===== src/rtl/sop_pkg.sv =====
// Shared definitions for the sum-of-products vector driver.
//  - state_t   : driver FSM states
//  - defaults  : LFSR tap mask, MISR polynomial, operand nibble count
//  - helpers   : one-step LFSR and MISR update functions
package sop_pkg;

    localparam logic [31:0] LFSR_TAPS_DEF = 32'h80200003;
    localparam logic [15:0] MISR_POLY_DEF = 16'h1021;
    localparam int          NIBBLES       = 8;

    typedef enum logic [1:0] {
        ST_IDLE   = 2'd0,
        ST_DRIVE  = 2'd1,
        ST_SAMPLE = 2'd2,
        ST_DONE   = 2'd3
    } state_t;

    // Galois right-shift LFSR: the bit shifted out selects the tap mask.
    function automatic logic [31:0] lfsr_step(input logic [31:0] state,
                                              input logic [31:0] taps);
        lfsr_step = (state >> 1) ^ (state[0] ? taps : 32'h0000_0000);
    endfunction

    // MISR: shift left, fold the outgoing MSB through the polynomial, inject 2 bits.
    function automatic logic [15:0] misr_step(input logic [15:0] sig,
                                              input logic [15:0] poly,
                                              input logic [1:0]  din);
        misr_step = {sig[14:0], 1'b0} ^ (sig[15] ? poly : 16'h0000) ^ {14'b0, din};
    endfunction

endpackage


===== src/rtl/sop_misr.sv =====
// 16-bit multiple-input signature register with 2-bit input.
//  i_clk   : clock
//  i_rst_n : synchronous active-low reset (clears signature)
//  i_clr   : synchronous clear (start of run)
//  i_en    : compress i_din into the signature this cycle
//  i_din   : response bits {q_1, q_0}
//  o_sig   : current signature
module sop_misr
    import sop_pkg::*;
#(
    parameter logic [15:0] POLY = MISR_POLY_DEF
) (
    input  logic        i_clk,
    input  logic        i_rst_n,
    input  logic        i_clr,
    input  logic        i_en,
    input  logic [1:0]  i_din,
    output logic [15:0] o_sig
);

    logic [15:0] r_sig;

    // Signature register: clear wins over compress.
    always_ff @(posedge i_clk) begin
        if (!i_rst_n) begin
            r_sig <= 16'h0000;
        end else if (i_clr) begin
            r_sig <= 16'h0000;
        end else if (i_en) begin
            r_sig <= misr_step(r_sig, POLY, i_din);
        end else begin
            r_sig <= r_sig;
        end
    end

    assign o_sig = r_sig;

endmodule


===== src/rtl/sop_vector_driver.sv =====
// Stimulus/response end of the sum-of-products test design.
// Drives LFSR operand vectors, samples q_0/q_1 after a settle time and
// compresses them into a MISR signature plus two one-counts.
//  clk_i, rst_n_i          : clock, synchronous active-low reset
//  start_i, seed_i, num_vec_i : run request (accepted only in IDLE)
//  q_0_i, q_1_i            : SOP responses
//  data_0_o..data_7_o      : operand nibbles, data_k_o = lfsr[4k+3:4k]
//  busy_o, done_o          : run in progress / one-cycle end-of-run pulse
//  signature_o, ones_0_o, ones_1_o : run results, held until next start
module sop_vector_driver
    import sop_pkg::*;
#(
    parameter int          CNT_W         = 16,
    parameter int          SETTLE_CYCLES = 1,
    parameter logic [31:0] LFSR_TAPS     = LFSR_TAPS_DEF,
    parameter logic [15:0] MISR_POLY     = MISR_POLY_DEF
) (
    input  logic             clk_i,
    input  logic             rst_n_i,
    input  logic             start_i,
    input  logic [31:0]      seed_i,
    input  logic [CNT_W-1:0] num_vec_i,
    input  logic             q_0_i,
    input  logic             q_1_i,
    output logic [3:0]       data_0_o,
    output logic [3:0]       data_1_o,
    output logic [3:0]       data_2_o,
    output logic [3:0]       data_3_o,
    output logic [3:0]       data_4_o,
    output logic [3:0]       data_5_o,
    output logic [3:0]       data_6_o,
    output logic [3:0]       data_7_o,
    output logic             busy_o,
    output logic             done_o,
    output logic [15:0]      signature_o,
    output logic [CNT_W-1:0] ones_0_o,
    output logic [CNT_W-1:0] ones_1_o
);

    localparam int LFSR_W   = NIBBLES * 4;
    localparam int SETTLE_W = (SETTLE_CYCLES > 1) ? $clog2(SETTLE_CYCLES) : 1;
    localparam logic [SETTLE_W-1:0] SETTLE_LAST = SETTLE_W'(SETTLE_CYCLES - 1);

    state_t              r_state;
    state_t              w_next_state;
    logic [LFSR_W-1:0]   r_lfsr;
    logic [CNT_W-1:0]    r_num_vec;
    logic [CNT_W-1:0]    r_vec_cnt;
    logic [SETTLE_W-1:0] r_settle;
    logic [CNT_W-1:0]    r_ones_0;
    logic [CNT_W-1:0]    r_ones_1;
    logic                r_busy;
    logic                r_done;
    logic [CNT_W-1:0]    w_cnt_inc;
    logic                w_accept;
    logic                w_settle_done;
    logic                w_last;
    logic                w_sample;
    logic [15:0]         w_sig;

    assign w_cnt_inc = r_vec_cnt + {{(CNT_W-1){1'b0}}, 1'b1};

    // FSM state register.
    always_ff @(posedge clk_i) begin
        if (!rst_n_i) begin
            r_state <= ST_IDLE;
        end else begin
            r_state <= w_next_state;
        end
    end

    // FSM next-state and control strobes.
    always_comb begin
        w_next_state  = r_state;
        w_accept      = 1'b0;
        w_settle_done = 1'b0;
        w_last        = 1'b0;
        w_sample      = 1'b0;
        case (r_state)
            ST_IDLE: begin
                if (start_i) begin
                    w_accept = 1'b1;
                    if (num_vec_i == {CNT_W{1'b0}}) begin
                        w_next_state = ST_DONE;
                    end else begin
                        w_next_state = ST_DRIVE;
                    end
                end else begin
                    w_next_state = ST_IDLE;
                end
            end
            ST_DRIVE: begin
                if (r_settle == SETTLE_LAST) begin
                    w_settle_done = 1'b1;
                    w_next_state  = ST_SAMPLE;
                end else begin
                    w_next_state  = ST_DRIVE;
                end
            end
            ST_SAMPLE: begin
                w_sample = 1'b1;
                if (w_cnt_inc == r_num_vec) begin
                    w_last       = 1'b1;
                    w_next_state = ST_DONE;
                end else begin
                    w_next_state = ST_DRIVE;
                end
            end
            ST_DONE: begin
                w_next_state = ST_IDLE;
            end
            default: begin
                w_next_state = ST_IDLE;
            end
        endcase
    end

    // Datapath: LFSR, counters and registered status flags.
    always_ff @(posedge clk_i) begin
        if (!rst_n_i) begin
            r_lfsr    <= {LFSR_W{1'b0}};
            r_num_vec <= {CNT_W{1'b0}};
            r_vec_cnt <= {CNT_W{1'b0}};
            r_settle  <= {SETTLE_W{1'b0}};
            r_ones_0  <= {CNT_W{1'b0}};
            r_ones_1  <= {CNT_W{1'b0}};
            r_busy    <= 1'b0;
            r_done    <= 1'b0;
        end else begin
            // Flags track the state being entered so they line up with it.
            r_busy <= (w_next_state == ST_DRIVE) || (w_next_state == ST_SAMPLE);
            r_done <= (w_next_state == ST_DONE);
            case (r_state)
                ST_IDLE: begin
                    if (w_accept) begin
                        r_num_vec <= num_vec_i;
                        r_vec_cnt <= {CNT_W{1'b0}};
                        r_settle  <= {SETTLE_W{1'b0}};
                        r_ones_0  <= {CNT_W{1'b0}};
                        r_ones_1  <= {CNT_W{1'b0}};
                        // An empty run leaves the last vector on the outputs.
                        if (num_vec_i != {CNT_W{1'b0}}) begin
                            r_lfsr <= (seed_i == 32'h0000_0000) ? 32'h0000_0001 : seed_i;
                        end else begin
                            r_lfsr <= r_lfsr;
                        end
                    end else begin
                        r_num_vec <= r_num_vec;
                    end
                end
                ST_DRIVE: begin
                    if (w_settle_done) begin
                        r_settle <= {SETTLE_W{1'b0}};
                    end else begin
                        r_settle <= r_settle + {{(SETTLE_W-1){1'b0}}, 1'b1};
                    end
                end
                ST_SAMPLE: begin
                    r_ones_0  <= r_ones_0 + {{(CNT_W-1){1'b0}}, q_0_i};
                    r_ones_1  <= r_ones_1 + {{(CNT_W-1){1'b0}}, q_1_i};
                    r_vec_cnt <= w_cnt_inc;
                    // The final vector stays on the outputs after the run.
                    if (!w_last) begin
                        r_lfsr <= lfsr_step(r_lfsr, LFSR_TAPS);
                    end else begin
                        r_lfsr <= r_lfsr;
                    end
                end
                default: begin
                    r_lfsr <= r_lfsr;
                end
            endcase
        end
    end

    sop_misr #(
        .POLY (MISR_POLY)
    ) u_misr (
        .i_clk   (clk_i),
        .i_rst_n (rst_n_i),
        .i_clr   (w_accept),
        .i_en    (w_sample),
        .i_din   ({q_1_i, q_0_i}),
        .o_sig   (w_sig)
    );

    assign data_0_o    = r_lfsr[3:0];
    assign data_1_o    = r_lfsr[7:4];
    assign data_2_o    = r_lfsr[11:8];
    assign data_3_o    = r_lfsr[15:12];
    assign data_4_o    = r_lfsr[19:16];
    assign data_5_o    = r_lfsr[23:20];
    assign data_6_o    = r_lfsr[27:24];
    assign data_7_o    = r_lfsr[31:28];
    assign busy_o      = r_busy;
    assign done_o      = r_done;
    assign signature_o = w_sig;
    assign ones_0_o    = r_ones_0;
    assign ones_1_o    = r_ones_1;

endmodule


===== config.mk =====
export PLATFORM = sky130hd
export DESIGN_NAME = sop_vector_driver
export DESIGN_NICKNAME = d
export VERILOG_FILES = /design/src/rtl/sop_pkg.sv /design/src/rtl/sop_misr.sv /design/src/rtl/sop_vector_driver.sv
export SDC_FILE = /design/constraint.sdc
export NUM_CORES = 1
export LEC_CHECK = 0
export CORE_ASPECT_RATIO = 1.4
export CORE_MARGIN = 2
export CORE_UTILIZATION = 40
export CTS_CLUSTER_SIZE = 14
export DETAILED_ROUTE_END_ITERATION = 8
export GPL_TIMING_DRIVEN = 1
export PLACE_DENSITY = 0.68
export SETUP_SLACK_MARGIN = 0.3
export SLEW_MARGIN = 5
export SYNTH_ARGS = -nofsm -noshare
export SYNTH_HDL_FRONTEND = slang
export SYNTH_SLANG_ARGS = --single-unit

===== constraint.sdc =====
create_clock -name clk_i -period 5.77 [get_ports clk_i]
set_input_delay 1.4425 -clock clk_i [delete_from_list [all_inputs] [get_ports clk_i]]
set_output_delay 1.4425 -clock clk_i [all_outputs]
set_load 0.02 [all_outputs]

==> results of run 1 <==
power groups by stage:
stage	sequential, mW	clock [mW]	combinational, mW
after global routing	0.881	1.18	0.343
final	0.878	1.13	0.317
after floorplan	0.914	0	0.166
after detailed placement	0.893	0	0.317
after global placement	0.893	0	0.310
after CTS	0.877	1.14	0.319
metrics by stage:
step                      util [%]  hold WS, ps  power, mW  cell area (um^2)  setup slack [ps]
after detailed placement      50.3          460       1.21              7540              1900
after global routing          54.5          486       2.40              8170              1980
after floorplan                  -          423       1.08              6130              2760
final                         54.5          467       2.32              8170              2210
after global placement        50.3          437       1.20              7540              2010
after CTS                     54.5          468       2.34              8170              2250
cell usage after synthesis (6+ instances only):
library cell  instances
ha_1                  6
a21oi_2              29
a21oi_1              66
buf_6                 6
o211ai_1              6
nor3_1               12
nor2_1               51
nand3_1              30
a211oi_1              7
nand2_1             108
a311oi_2             29
nor2b_1               7
o21ai_0              20
or2_2                10
clkbuf_1             37
dfxtp_1             117
nand4_1              14
mux2i_1              35
nor4_1               16
xnor2_1              19
and3_1                7
state kept, by name, indices dropped and copies added (netlist names):
register,cells
r_lfsr,32
ones_1_o,16
r_settle,1
busy_o,1
done_o,1
ones_0_o,16
u_misr.o_sig,16
r_num_vec,16
r_state,2
r_vec_cnt,16
how the worst min path moves through the flow:
stage / slack (ps) / startpoint / end
finish: 470 / u_misr.o_sig[10]$_SDFFE_PP0P_ / u_misr.o_sig[11]$_SDFFE_PP0P_
global route: 490 / r_settle$_SDFFE_PN0P_ / r_settle$_SDFFE_PN0P_
CTS: 470 / r_settle$_SDFFE_PN0P_ / r_settle$_SDFFE_PN0P_
detailed placement: 460 / r_settle$_SDFFE_PN0P_ / r_settle$_SDFFE_PN0P_
global placement: 440 / r_settle$_SDFFE_PN0P_ / r_settle$_SDFFE_PN0P_
floorplan: 420 / r_settle$_SDFFE_PN0P_ / r_settle$_SDFFE_PN0P_
cell families after synthesis:
| kind of cell | after synthesis |
|---|---|
| xor+xnor | 24 |
| flops | 117 |
| simple gates | 289 |
| mux | 38 |
| fa+ha+maj | 6 |
| compound gates | 180 |
| buf+inv | 59 |
tightest hold or removal path, stage by stage (launching register included):
cell	delay, ps
dfxtp_1	320
nand2_1	50
a21oi_1	50
layer usage:
| metal | routed length (um) | share of wire, % |
|---|---|---|
| met1 | 6660 | 40 |
| met2 | 8590 | 52 |
| met3 | 802 | 4.9 |
| met4 | 465 | 2.8 |
| met5 | 0 | 0 |
layout make-up:
cell class / instances / share of cell area (%)
clock buffer: 17 / 5.21
tap: 192 / 2.94
inverter: 5 / 0.245
timing repair buffer: 141 / 17.2
multi-input combinational: 537 / 43.2
clock inverter: 15 / 2.50
sequential: 117 / 28.7
==> metrics.yaml, run 1 <==
synth-edff-count: 0
syn-cell-area_mm2: 0.00613
die_w_um: 109
hold_viol: 0
ios: 135
die-area_mm2: 0.0163
area_delta_synth_final_pct: 33.3
max-vdd-ir-drop_v: 0.000225
critPathKind: "flop to flop"
drive_above_1_share_pct: 15.1
n_antenna_cell: 0
r2r_cells: 9
netSwitchingPower_mw: 0.608
antenna_found_initial: 0
path_clk_slew_ps: 60
cts_tree: "built"
via_per_inst: 5.62
start_util_pct: 40.9
slowest_delay_ps: 540
crit_family: "simple AND/OR/NAND/NOR gates"
worst_setup_path_end_kind: "flop"
multi_input_area_mm2: 0.00353
power_density_mw_per_mm2: 284
synth_area_per_cell_um2: 8.59
die_h_um: 150
synth_seq_cells: 117
grt_usage_pct: 20.5
cp_slowest_cell: "nor4_1"
clk_path_buf_depth: 2
wire_per_inst_um: 16.1
path_depth: 9
numPortBuffers: 134
post_cts_buffers: 0
ys_warn_count: 0
synthMuxAreaShare_pct: 6.27
drv_slew: 0
rows: 53
gp_congestion: 0.878
synth-simple-area-share_pct: 23.5
critPathArrivalTime_ps: 3820
dr.pass1.iters: 4
numCtsBuffers: 17
grt_pass1_wl_mm: 26.6
htree_levels: 4
p_int_mw: 1.72
clock_skew_ps: 7.48
grtUsageMet3_pct: 4.11
seqCellArea_mm2: 0.00234
coreArea_mm2: 0.0150
seq_power_share_pct: 37.8
final_cells: 1024
grt-ovfl-total: 0
fin_crit_ps: 3560
critPathBufInv: 1
grt_busiest_layer: "met2"
hold_depth: 2
worst_setup_path_start_kind: "flop"
synthAdderAreaFrac_pct: 1.23
num_vias: 5759
r2r-end: "r_lfsr[13]$_SDFFE_PN0P_"
rrSetupSlack_ps: 2210
slew_headroom_pct: 33.0
drc: 0
rsz0062_at_grt: "false"
synth_cells: 713
fmax_ghz: 0.281
setup_tns_ps: 0
final_common_cell: "clkdlybuf4s50_1"
setup_viol: 0
tightest_slew_ps: 1010
insertion_delay_ps: 420
crit_end: "r_lfsr[13]$_SDFFE_PN0P_"
clkPwrFrac_pct: 48.6
drtAntennaViolNets: 0
hp-class: "flop to flop"
synth_area_leader_cell: "dfxtp_1"
seq_area_frac_synth_pct: 38.2
routed_wl_mm: 16.5
drt_iter0_markers: 315
status: "complete, no violations"
synth_xor_area_share_pct: 3.43
grtUsageMet2_pct: 36.3
grt_max_degree: 82
synthTopCellsByArea: "dfxtp_1, a311oi_2, nand2_1"
synth_top_family_by_area: "simple AND/OR/NAND/NOR gates"
crit_chain: "ha_1 > nand3_2 > nor4_1 > xnor2_1 > nor4_2 > nand4b_4 > buf_4 > a21oi_2 > a311oi_2"
period_share_pct: 61.6
synth-compound-area-share_pct: 22.9
reg2reg_from: "r_vec_cnt[0]$_SDFFE_PN0P_"
mostFrequentLayoutCells: "clkdlybuf4s50_1, dfxtp_1, nand2_1"
use_met1_pct: 23.1
fillers: 1370
cp-startpoint: "r_vec_cnt[0]$_SDFFE_PN0P_"
combPwrFrac_pct: 13.7
dpl.hpwl_mm: 11.5
ys.flop_type: "dfxtp_1"
crit_required_ps: 6030
drv_cap: 0
ctsResizeCount: 0
grt_pass1_vias: 5644
async_flop_share_pct: 0
swShare_pct: 26.2
synth.net_count: 772
fin_nets: 878
cts_sinks: 117
path_max_fanout: 40
holdBufCountCts: 0
dp_cells: 992
cts_root_buffer: "clkbuf_16"
p_leak_nw: 2.89
yosysUniqueCellTypes: 59
synth_top_area_share_pct: 38.2
Power figures use the tool's default switching activity.
==> inputs of run 2 (changes only) <==
- PLACE_DENSITY: 0.68 -> 0.7
- clock period: 5.77 -> 3 ns (I/O delays scaled with it)
==> run 2 against run 1 <==
Net effect: die area stayed put; via count is 1.3% lower; clock-buffer cell count is 1 higher; largest cell class unchanged; highest routed layer unchanged.
==> metrics.yaml, run 2 (synthesis results as in run 1) <==
max-vdd-ir-drop_v: 0.000376
setup_viol: 0
p_leak_nw: 3.00
area_delta_synth_final_pct: 37.3
dp_cells: 1009
path_max_fanout: 8
grt_max_degree: 68
tightest_slew_ps: 727
reg2reg_from: "r_vec_cnt[6]$_SDFFE_PN0P_"
start_util_pct: 40.9
coreArea_mm2: 0.0150
fin_nets: 897
insertion_delay_ps: 410
numCtsBuffers: 17
critPathArrivalTime_ps: 2900
grt-ovfl-total: 0
die_w_um: 109
gp_congestion: 0.840
largest_register: "r_lfsr"
setup_ws_ps: 402
hold_start: "r_settle$_SDFFE_PN0P_"
crit_required_ps: 3300
r2r-end: "busy_o$_SDFF_PN0_"
grt_usage_pct: 20.7
final_common_cell: "clkdlybuf4s50_1"
ios: 135
drc: 0
die_h_um: 150
hold_depth: 2
rows: 53
drtAntennaViolNets: 0
cp_slowest_cell: "or4_4"
hold_viol: 0
wire_per_inst_um: 15.8
grt_pass1_vias: 5466
slew_headroom_pct: 51.1
drv_cap: 0
holdBufCountCts: 0
worst_setup_path_end_kind: "flop"
final_area_mm2: 0.00841
htree_levels: 4
cts_tree: "built"
drt_iter0_markers: 214
rrSetupSlack_ps: 400
num_vias: 5685
power_mw: 4.42
final_cells: 1042
setup_tns_ps: 0
worst_setup_path_start_kind: "flop"
cts_root_buffer: "clkbuf_16"
period_share_pct: 86.6
mostFrequentLayoutCells: "clkdlybuf4s50_1, dfxtp_1, nand2_1"
drv_slew: 0
min_to: "r_settle$_SDFFE_PN0P_"
n_antenna_cell: 0
status: "complete, no violations"
post-place-ws_ps: 89.5
dpl_cell_area_mm2: 0.00770
hp-class: "flop to flop"
clock_skew_ps: 12.5
numPortBuffers: 134
fin_crit_ps: 2600
die-area_mm2: 0.0163
grt_pass1_wl_mm: 27.0
dpl.hpwl_mm: 11.5
routed_wl_mm: 16.4
post-route-util_pct: 56.1
drive_above_1_share_pct: 17.9
rsz0062_at_grt: "true"
power_density_mw_per_mm2: 525
slowest_delay_ps: 590
critPathKind: "flop to flop"
fmax_ghz: 0.385
cts_sinks: 117
via_per_inst: 5.46
path_clk_slew_ps: 50
largest_reg_flops: 32
dr.pass1.iters: 5
r2r_cells: 8
crit_chain: "nand3_4 > or4_4 > and3b_1 > nor4_4 > nand4b_4 > o211ai_1 > ha_1 > and2_1"
antenna_found_initial: 0
whs_ps: 444
clk_path_buf_depth: 2
-- run 2: worst max-delay path: cells and delay by family (launching register included) --
kind	cells	cell delay [ps]
AO/OA/AOI/OAI	1	160
AND/OR/NAND/NOR	6	1650
flip-flops	1	390
adder cells (fa/ha/maj)	1	280
-- run 2: final cells by class --
class / instances / area, um^2
clock buffer: 18 / 439
clock inverter: 13 / 173
sequential: 117 / 2350
inverter: 5 / 20.0
fill: 1391 / 6580
tap: 192 / 240
timing repair buffer: 160 / 1590
multi-input combinational: 537 / 3600
-- run 2: worst max-delay path by stage --
stage	from	endpoint	slack, ps	cells past startpoint
floorplan	r_vec_cnt[0]$_SDFFE_PN0P_	busy_o$_SDFF_PN0_	420	9
global placement	r_vec_cnt[0]$_SDFFE_PN0P_	busy_o$_SDFF_PN0_	120	10
detailed placement	r_vec_cnt[0]$_SDFFE_PN0P_	busy_o$_SDFF_PN0_	90	10
CTS	r_vec_cnt[1]$_SDFFE_PN0P_	busy_o$_SDFF_PN0_	310	10
global route	r_vec_cnt[6]$_SDFFE_PN0P_	busy_o$_SDFF_PN0_	300	8
finish	r_vec_cnt[6]$_SDFFE_PN0P_	busy_o$_SDFF_PN0_	400	8
-- run 2: repair_timing --
action                     in CTS  in global routing
buffers inserted                0                  2
setup endpoints to repair      34                 34
gates resized for setup         7                  9
pin swaps                       1                  3
-- run 2: routing by layer --
metal,global-route usage [%],vias to the layer above,share of wire [%]
li1,-,2836,-
met1,24.4,2718,41
met2,36.6,117,53
met3,4.68,14,4.5
met4,6.86,0,1.3
met5,0,-,0
-- run 2: power breakdown --
part	internal (mW)	switching, mW	total, mW
Combinational	0.304	0.331	0.635
Clock	1.33	0.762	2.10
Sequential	1.62	0.0671	1.68
Total	3.25	1.16	4.42
==> inputs of run 3 (changes only) <==
- CORE_UTILIZATION: 40 -> 35
- PLACE_DENSITY: 0.7 -> 0.63
==> run 3 against run 2 <==
Net effect: worst hold slack improved by 16 ps; first-iteration DRC count fell by 17%; critical path depth did not move; flip-flop and latch count did not move; sequential power barely moved; setup slack improved by 21 ps; global-route usage fell by 2.2 points; power fell by 4.1%; wire length rose by 2.7%; largest power group unchanged.
==> metrics.yaml, run 3 (synthesis results as in run 1) <==
drive_above_1_share_pct: 18.2
crit_required_ps: 3270
swShare_pct: 27.8
start_util_pct: 35.5
worst_setup_path_end_kind: "flop"
critPathArrivalTime_ps: 2850
seq_power_share_pct: 39.8
drt_iter0_markers: 177
worst_setup_path_start_kind: "flop"
drv_cap: 0
insertion_delay_ps: 410
post-place-ws_ps: 188
clkPwrFrac_pct: 45.4
grt_max_degree: 61
via_per_inst: 5.25
mostFrequentLayoutCells: "clkdlybuf4s50_1, dfxtp_1, nand2_1"
cp_slowest_cell: "or4_4"
htree_levels: 4
final_area_mm2: 0.00838
setup_viol: 0
antenna_found_initial: 0
coreArea_mm2: 0.0173
final_common_cell: "clkdlybuf4s50_1"
p_int_mw: 3.06
clk_path_buf_depth: 2
largest_reg_flops: 32
numPortBuffers: 134
wire_per_inst_um: 15.6
crit_chain: "nand4_2 > or4_4 > and3b_4 > nor4_4 > nand4b_4 > buf_16 > a21oi_2 > a311oi_2"
numCtsBuffers: 17
critPathBufInv: 1
hp-class: "flop to flop"
cts_sinks: 117
fin_nets: 894
ios: 135
drc: 0
period_share_pct: 85.9
grt_pass1_wl_mm: 27.5
largest_register: "r_lfsr"
gp_congestion: 0.863
slowest_delay_ps: 590
max-vdd-ir-drop_v: 0.000288
die-area_mm2: 0.0186
power_density_mw_per_mm2: 505
cts_tree: "built"
path_max_fanout: 60
holdBufCountCts: 0
setup_ws_ps: 423
status: "complete, no violations"
die_w_um: 116
area_delta_synth_final_pct: 36.8
drtAntennaViolNets: 0
p_leak_nw: 2.97
rows: 57
slew_headroom_pct: 53.7
routed_wl_mm: 16.9
crit_family: "simple AND/OR/NAND/NOR gates"
drv_slew: 0
cts_root_buffer: "clkbuf_16"
die_h_um: 161
grt-ovfl-total: 0
whs_ps: 460
grt_usage_pct: 18.5
setup_tns_ps: 0
clock_skew_ps: 11.7
num_vias: 5689
path_clk_slew_ps: 60
n_antenna_cell: 0
grt_pass1_vias: 5450
combPwrFrac_pct: 14.8
critPathKind: "flop to flop"
dpl.hpwl_mm: 11.9
dpl_cell_area_mm2: 0.00774
netSwitchingPower_mw: 1.18
dr.pass1.iters: 4
fin_crit_ps: 2580
rsz0062_at_grt: "true"
tightest_slew_ps: 694
fmax_ghz: 0.388
hold_viol: 0
## run 3: final cells by class
| type | count | area, um^2 |
|---|---|---|
| fill | 1699 | 8880 |
| multi-input combinational | 537 | 3580 |
| sequential | 117 | 2350 |
| timing repair buffer | 157 | 1570 |
| clock buffer | 17 | 425 |
| tap | 236 | 295 |
| clock inverter | 15 | 133 |
| inverter | 5 | 20.0 |
## run 3: power by group through the flow
stage | logic [mW] | clock network (mW) | registers (mW)
5_1_grt | 0.681 | 2.03 | 1.69
3_3_place_gp | 0.625 | 0 | 1.72
4_1_cts | 0.631 | 1.96 | 1.68
3_5_place_dp | 0.630 | 0 | 1.72
2_1_floorplan | 0.319 | 0 | 1.76
6_report | 0.627 | 1.92 | 1.68
## run 3: repair_timing
action	in CTS	in global routing
gates cloned	0	0
gates resized for setup	2	14
buffers inserted	0	1
endpoints found under the setup margin	33	34
pin swaps	0	2
## run 3: worst paths after layout
check | start | end | slack, ps | cells after the start
max | r_vec_cnt[1]$_SDFFE_PN0P_ | r_lfsr[31]$_SDFFE_PN0P_ | 420 | 8
min | r_settle$_SDFFE_PN0P_ | r_settle$_SDFFE_PN0P_ | 460 | 2
max reg2reg | r_vec_cnt[1]$_SDFFE_PN0P_ | r_lfsr[31]$_SDFFE_PN0P_ | 420 | 8
min reg2reg | r_settle$_SDFFE_PN0P_ | r_settle$_SDFFE_PN0P_ | 460 | 2
## run 3: stage by stage
stage / std cells / total power, mW / util (%)
floorplan: 713 / 2.08 / -
global placement: 1051 / 2.34 / 44.9
detailed placement: 1051 / 2.35 / 44.9
CTS: 1083 / 4.28 / 48.2
global route: 1084 / 4.40 / 48.6
finish: 1084 / 4.24 / 48.6
## run 3: worst register-to-register path: cells and delay by family, from the launching register on
family / cells / cell delay [ps]
buffers and inverters: 1 / 270
AOI/OAI and AO/OA: 2 / 290
and+or+nand+nor: 5 / 1470
DFF: 1 / 410
## run 3: per-layer routing
layer	GRT usage, %	wire [um]	up-vias
met5	0	0	-
met1	21.2	6850	2706
met3	4.57	720	37
met2	32.4	8780	124
met4	7.63	520	0
li1	-	-	2822
